===== config.mk =====
export PLATFORM = sky130hd
export DESIGN_NAME = seg_scan_display
export DESIGN_NICKNAME = d
export VERILOG_FILES = /design/src/rtl/seg_pkg.sv /design/src/rtl/hex_to_seg7.sv /design/src/rtl/seg_scan_display.sv
export SDC_FILE = /design/constraint.sdc
export NUM_CORES = 1
export LEC_CHECK = 0
export ABC_AREA = 1
export CAP_MARGIN = 20
export CORE_UTILIZATION = 53
export CTS_CLUSTER_SIZE = 20
export DETAILED_ROUTE_END_ITERATION = 7
export GPL_TIMING_DRIVEN = 0
export PLACE_DENSITY = 0.83
export SLEW_MARGIN = 20
export SYNTH_ARGS = -nofsm -noshare
export SYNTH_HDL_FRONTEND = slang
export SYNTH_SLANG_ARGS = --single-unit

===== constraint.sdc =====
create_clock -name clk -period 4.1 [get_ports clk]
set_clock_uncertainty 0.05 [all_clocks]
set_input_delay 1.23 -clock clk [delete_from_list [all_inputs] [get_ports clk]]
set_output_delay 1.23 -clock clk [all_outputs]
set_load 0.05 [all_outputs]

===== src/rtl/seg_pkg.sv =====
// Shared constants and helpers for the multiplexed seven-segment scan driver.
package seg_pkg;

    // All segments and the decimal point dark (active-low).
    localparam logic [7:0] SEG_OFF = 8'hFF;

    // Active-low {g,f,e,d,c,b,a} patterns for hex digits 0..F.
    localparam logic [6:0] HEX7 [16] = '{
        7'h40, 7'h79, 7'h24, 7'h30, 7'h19, 7'h12, 7'h02, 7'h78,
        7'h00, 7'h10, 7'h08, 7'h03, 7'h46, 7'h21, 7'h06, 7'h0E
    };

    // True when digit i is a zero with only zeros above it. The word is
    // zero-padded to 16 nibbles, so the padding never defeats the test.
    // Digit 0 always shows, so a zero value still reads as "0".
    function automatic logic digit_is_leading_zero(input logic [63:0] data, input int i);
        logic all_zero;
        all_zero = 1'b1;
        for (int k = 0; k < 16; k++) begin
            if (k >= i && data[k*4 +: 4] != 4'h0) all_zero = 1'b0;
        end
        return (i != 0) && all_zero;
    endfunction

endpackage


===== src/rtl/hex_to_seg7.sv =====
// Combinational hex nibble to active-low seven-segment decoder.
module hex_to_seg7
    import seg_pkg::*;
(
    input  logic [3:0] nibble_i,
    output logic [6:0] seg_o
);

    assign seg_o = HEX7[nibble_i];

endmodule


===== src/rtl/seg_scan_display.sv =====
// N-digit multiplexed seven-segment scan driver. Input data is captured
// into shadow registers once per frame so a frame never mixes two values.
module seg_scan_display
    import seg_pkg::*;
#(
    parameter int DIGITS   = 8,
    parameter int CLK_DIV  = 100000,
    parameter int FAST_DIV = 2
) (
    input  logic                  clk,
    input  logic                  rst,
    input  logic [4*DIGITS-1:0]   data,
    input  logic [DIGITS-1:0]     dp,
    input  logic [DIGITS-1:0]     blank,
    input  logic                  lz_suppress,
    input  logic                  fast,
    input  logic                  enable,
    output logic [DIGITS-1:0]     AN,
    output logic [7:0]            SEG,
    output logic                  frame_done
);

    localparam int PRE_W = $clog2(CLK_DIV) + 1;
    localparam int IDX_W = (DIGITS > 1) ? $clog2(DIGITS) : 1;

    localparam logic [PRE_W-1:0] SLOW_LIM = PRE_W'(CLK_DIV - 1);
    localparam logic [PRE_W-1:0] FAST_LIM = PRE_W'(FAST_DIV - 1);
    localparam logic [IDX_W-1:0] LAST_IDX = IDX_W'(DIGITS - 1);

    logic [PRE_W-1:0]    pre_q, pre_d;
    logic [IDX_W-1:0]    idx_q, idx_d;
    logic [4*DIGITS-1:0] sh_data_q;
    logic [DIGITS-1:0]   sh_dp_q;
    logic [DIGITS-1:0]   sh_blank_q;
    logic [DIGITS-1:0]   an_q, an_d;
    logic [7:0]          seg_q, seg_d;
    logic                frame_done_q;

    logic [PRE_W-1:0]    div_lim;
    logic                tick;
    logic                wrap;
    logic [3:0]          cur_nibble;
    logic [6:0]          cur_seg7;
    logic                cur_blank;
    logic                cur_dp;
    logic                cur_lz;

    // A ">=" compare lets a mid-count switch to fast mode tick at once.
    assign div_lim = fast ? FAST_LIM : SLOW_LIM;
    assign tick    = enable && (pre_q >= div_lim);
    assign wrap    = tick && (idx_q == LAST_IDX);

    assign cur_nibble = sh_data_q[{idx_q, 2'b00} +: 4];
    assign cur_blank  = sh_blank_q[idx_q];
    assign cur_dp     = sh_dp_q[idx_q];
    assign cur_lz     = lz_suppress && digit_is_leading_zero(64'(sh_data_q), int'(idx_q));

    hex_to_seg7 u_dec (
        .nibble_i (cur_nibble),
        .seg_o    (cur_seg7)
    );

    // Prescaler and scan index next state; both freeze while disabled.
    always_comb begin
        // NOTE: defaults first so every path assigns and no latch is inferred.
        pre_d = pre_q;
        idx_d = idx_q;
        if (enable) begin
            pre_d = tick ? '0 : pre_q + PRE_W'(1);
        end
        if (tick) begin
            idx_d = wrap ? '0 : idx_q + IDX_W'(1);
        end
    end

    // Anode and segment pattern for the digit currently selected.
    always_comb begin
        an_d  = '1;
        seg_d = SEG_OFF;
        if (enable) begin
            an_d = ~(DIGITS'(1) << idx_q);
            if (cur_blank)   seg_d = SEG_OFF;
            else if (cur_lz) seg_d = {~cur_dp, 7'h7F};
            else             seg_d = {~cur_dp, cur_seg7};
        end
    end

    // Counters, output registers and frame pulse.
    always_ff @(posedge clk) begin
        // NOTE: non-blocking assignments keep all state updating on the same edge.
        if (rst) begin
            pre_q        <= '0;
            idx_q        <= '0;
            an_q         <= '1;
            seg_q        <= SEG_OFF;
            frame_done_q <= 1'b0;
        end else begin
            pre_q        <= pre_d;
            idx_q        <= idx_d;
            an_q         <= an_d;
            seg_q        <= seg_d;
            frame_done_q <= wrap;
        end
    end

    // Shadow capture at reset and at frame wrap only.
    always_ff @(posedge clk) begin
        // NOTE: shadows load from the inputs during reset instead of clearing,
        // so the first frame after reset already shows live data.
        if (rst || wrap) begin
            sh_data_q  <= data;
            sh_dp_q    <= dp;
            sh_blank_q <= blank;
        end
    end

    assign AN         = an_q;
    assign SEG        = seg_q;
    assign frame_done = frame_done_q;

endmodule


==> reports/qor.csv <==
metric;value;unit
status;completed;
CTS tree;yes;
nets;617;
Rows;32;
Max VDD drop;0.000203;V
post-CTS sizing;0;
Rel. slew slack;0.557;
gr usage total;0.233;
fin cells;649;
worst endpoint data arrival time;3.82;ns
Netlist cell types;38;
H-tree depth;3;
Initial DRT Pass Iterations;5;
post-CTS setup buffer count;0;
HPWL after detailed placement;6570;um
vias in the first global route;3276;
Slew Limit Fails;0;
routed wire length;8950;um
I/O pins;70;
Max Cap Viol;0;
Avg Cell Area, Syn;9.08;um^2
Overflow after GRT;0;
Reg power frac;0.511;
clk_lat worst skew;0.36;ns
switching share of power;0.206;
vias per cell;5.24;
cell leakage power;2.20;nW
setup TNS;0;ns
area delta synth->final;26.3;%
clk root buf;clkbuf_8;
slack of the critical path;0.290;ns
placed insts;633;
minimum hold slack;0.480;ns
drt wl/cell;13.8;um
Hold Violations, Final;0;
critical path class;in -> reg;
initial antenna violation count;0;
f_max;262;MHz
WP data required;4.11;ns
die area;8260;um^2
CP max FO;33;
Min Clock Period, post-route;3.81;ns
die width;90.9;um
clock tree sinks;86;
Placer Congestion;0.909;
pin count of the biggest net entering global routing;34;
starting density of the core;0.545;
Pwr Density;352;nW/um^2
RSZ-0062 raised after global routing;no;
Via Count;3399;
register bit total from synthesis;86;
Port Buf Inserts;69;
Post-Syn Instances;461;
share of cells above drive strength 1;0.0987;
clock slew at reported path FFs;0.08;ns
Clock Power Share;0.412;
Mapped Nets;536;
min-delay worst type;reg -> reg;
first-pass GRT wire length;15000;um
combinational share of power;0.077;
Ant. Diodes;0;
CTS Buffer Depth;2;
Int Power;1.48;mW
DP Worst Slack;-0.0559;ns
hold_buf cts;0;
Net Sw Power;382;uW
CTS Buf Count;9;
Synth Cell Area;4190;um^2
CP Capture Type;register;
worst slew pin tran;0.662;ns
Seq/Total Area, Yosys;0.526;
detailed-route DRC error count;0;
DRT iter0 DRCs;187;
Core Area;7690;um^2
Ys Warns;0;
final period utilization;0.929;
final setup fails;0;
DIE HEIGHT;90.9;um
Antenna Nets Post-Route;0;
startpoint types;input port;
registers in the layout (all words and copies together), names as in the netlist:
signal,count
frame_done,1
sh_blank_q,8
SEG,8
idx_q,3
sh_data_q,32
sh_dp_q,8
AN,8
pre_q,18
layout make-up:
cell class	count	area [um^2]
multi-input combinational	311	1680
fill	591	2400
clock buffer	10	128
sequential	86	2200
buffer	13	110
timing repair buffer	70	711
tap	102	128
inverter	51	194
clock inverter	6	134
cell usage after synthesis (all sizes together):
cell type | n | area (um^2)
a21oi | 15 | 78.8
xnor2 | 3 | 26.3
o2111ai | 1 | 8.76
o211ai | 6 | 55.1
xor2 | 6 | 52.6
o21ai | 23 | 119
nor2 | 62 | 255
nand3 | 40 | 210
nand4 | 7 | 43.8
edfxtp | 48 | 1440
o22ai | 2 | 12.5
o31ai | 1 | 7.51
dfxtp | 38 | 761
ha | 22 | 275
a31oi | 1 | 6.26
o21bai | 2 | 15.0
nand2 | 107 | 429
inv | 51 | 194
or2 | 1 | 6.26
nor3 | 9 | 50.1
nor4 | 1 | 12.5
nand3b | 1 | 7.51
buf | 13 | 110
a32oi | 1 | 8.76
routing by layer:
metal / vias to the layer above / wire (um) / track usage
met4: 0 / 189 / 0.110
met1: 1549 / 3850 / 0.300
met2: 140 / 4280 / 0.377
li1: 1689 / - / -
met3: 21 / 633 / 0.0488
met5: - / 0 / 0
worst paths after layout:
check	start	end	slack, ns	cells past startpoint
max	fast	sh_data_q[29]$_DFFE_PP_	0.29	13
min	pre_q[1]$_SDFFE_PP0P_	pre_q[1]$_SDFFE_PP0P_	0.48	2
max reg2reg	pre_q[15]$_SDFFE_PP0P_	sh_data_q[29]$_DFFE_PP_	1.54	12
min reg2reg	pre_q[1]$_SDFFE_PP0P_	pre_q[1]$_SDFFE_PP0P_	0.48	2
stage by stage:
step / power, mW / cell area (um^2) / util
global placement: 1.10 / 5000 / 0.651
global route: 1.92 / 5290 / 0.688
CTS: 1.87 / 5290 / 0.688
detailed placement: 1.11 / 5020 / 0.654
finish: 1.86 / 5290 / 0.688
floorplan: 1.03 / 4190 / -
cells in the final DEF, fill, tap and decap left out, types with 9 or more instances in the layout:
| cell type | n |
|---|---|
| o21ai_0 | 14 |
| nand2_1 | 100 |
| inv_1 | 46 |
| dfxtp_1 | 38 |
| clkbuf_8 | 9 |
| clkdlybuf4s50_1 | 69 |
| edfxtp_1 | 48 |
| nand3_1 | 38 |
| a21oi_1 | 14 |
| ha_1 | 22 |
| nor2_1 | 57 |
power by group through the flow:
stage	logic, mW	clock network (mW)	registers (mW)
2_1_floorplan	0.0540	0	0.979
3_3_place_gp	0.135	0	0.969
3_5_place_dp	0.142	0	0.969
4_1_cts	0.143	0.776	0.949
5_1_grt	0.156	0.817	0.952
6_report	0.143	0.767	0.949
critical path, stage by stage:
cell and delay (ns):
clkdlybuf4s50_1 0.62, ha_1 0.42, inv_1 0.05, nor2_1 0.09, nand2_1 0.08, nor2_1 0.14, nand3b_1 0.10, nand3_2 0.14
nand2_4 0.09, nand2_4 0.14, nand2_1 0.11, inv_2 0.31, buf_12 0.26
cells by family after synthesis:
family	synth area share
flops	0.526
compound gates	0.0744
simple gates	0.242
xor+xnor	0.0188
fa+ha+maj	0.0657
buf+inv	0.0726
Note: power is estimated with default switching activity, not from simulation.
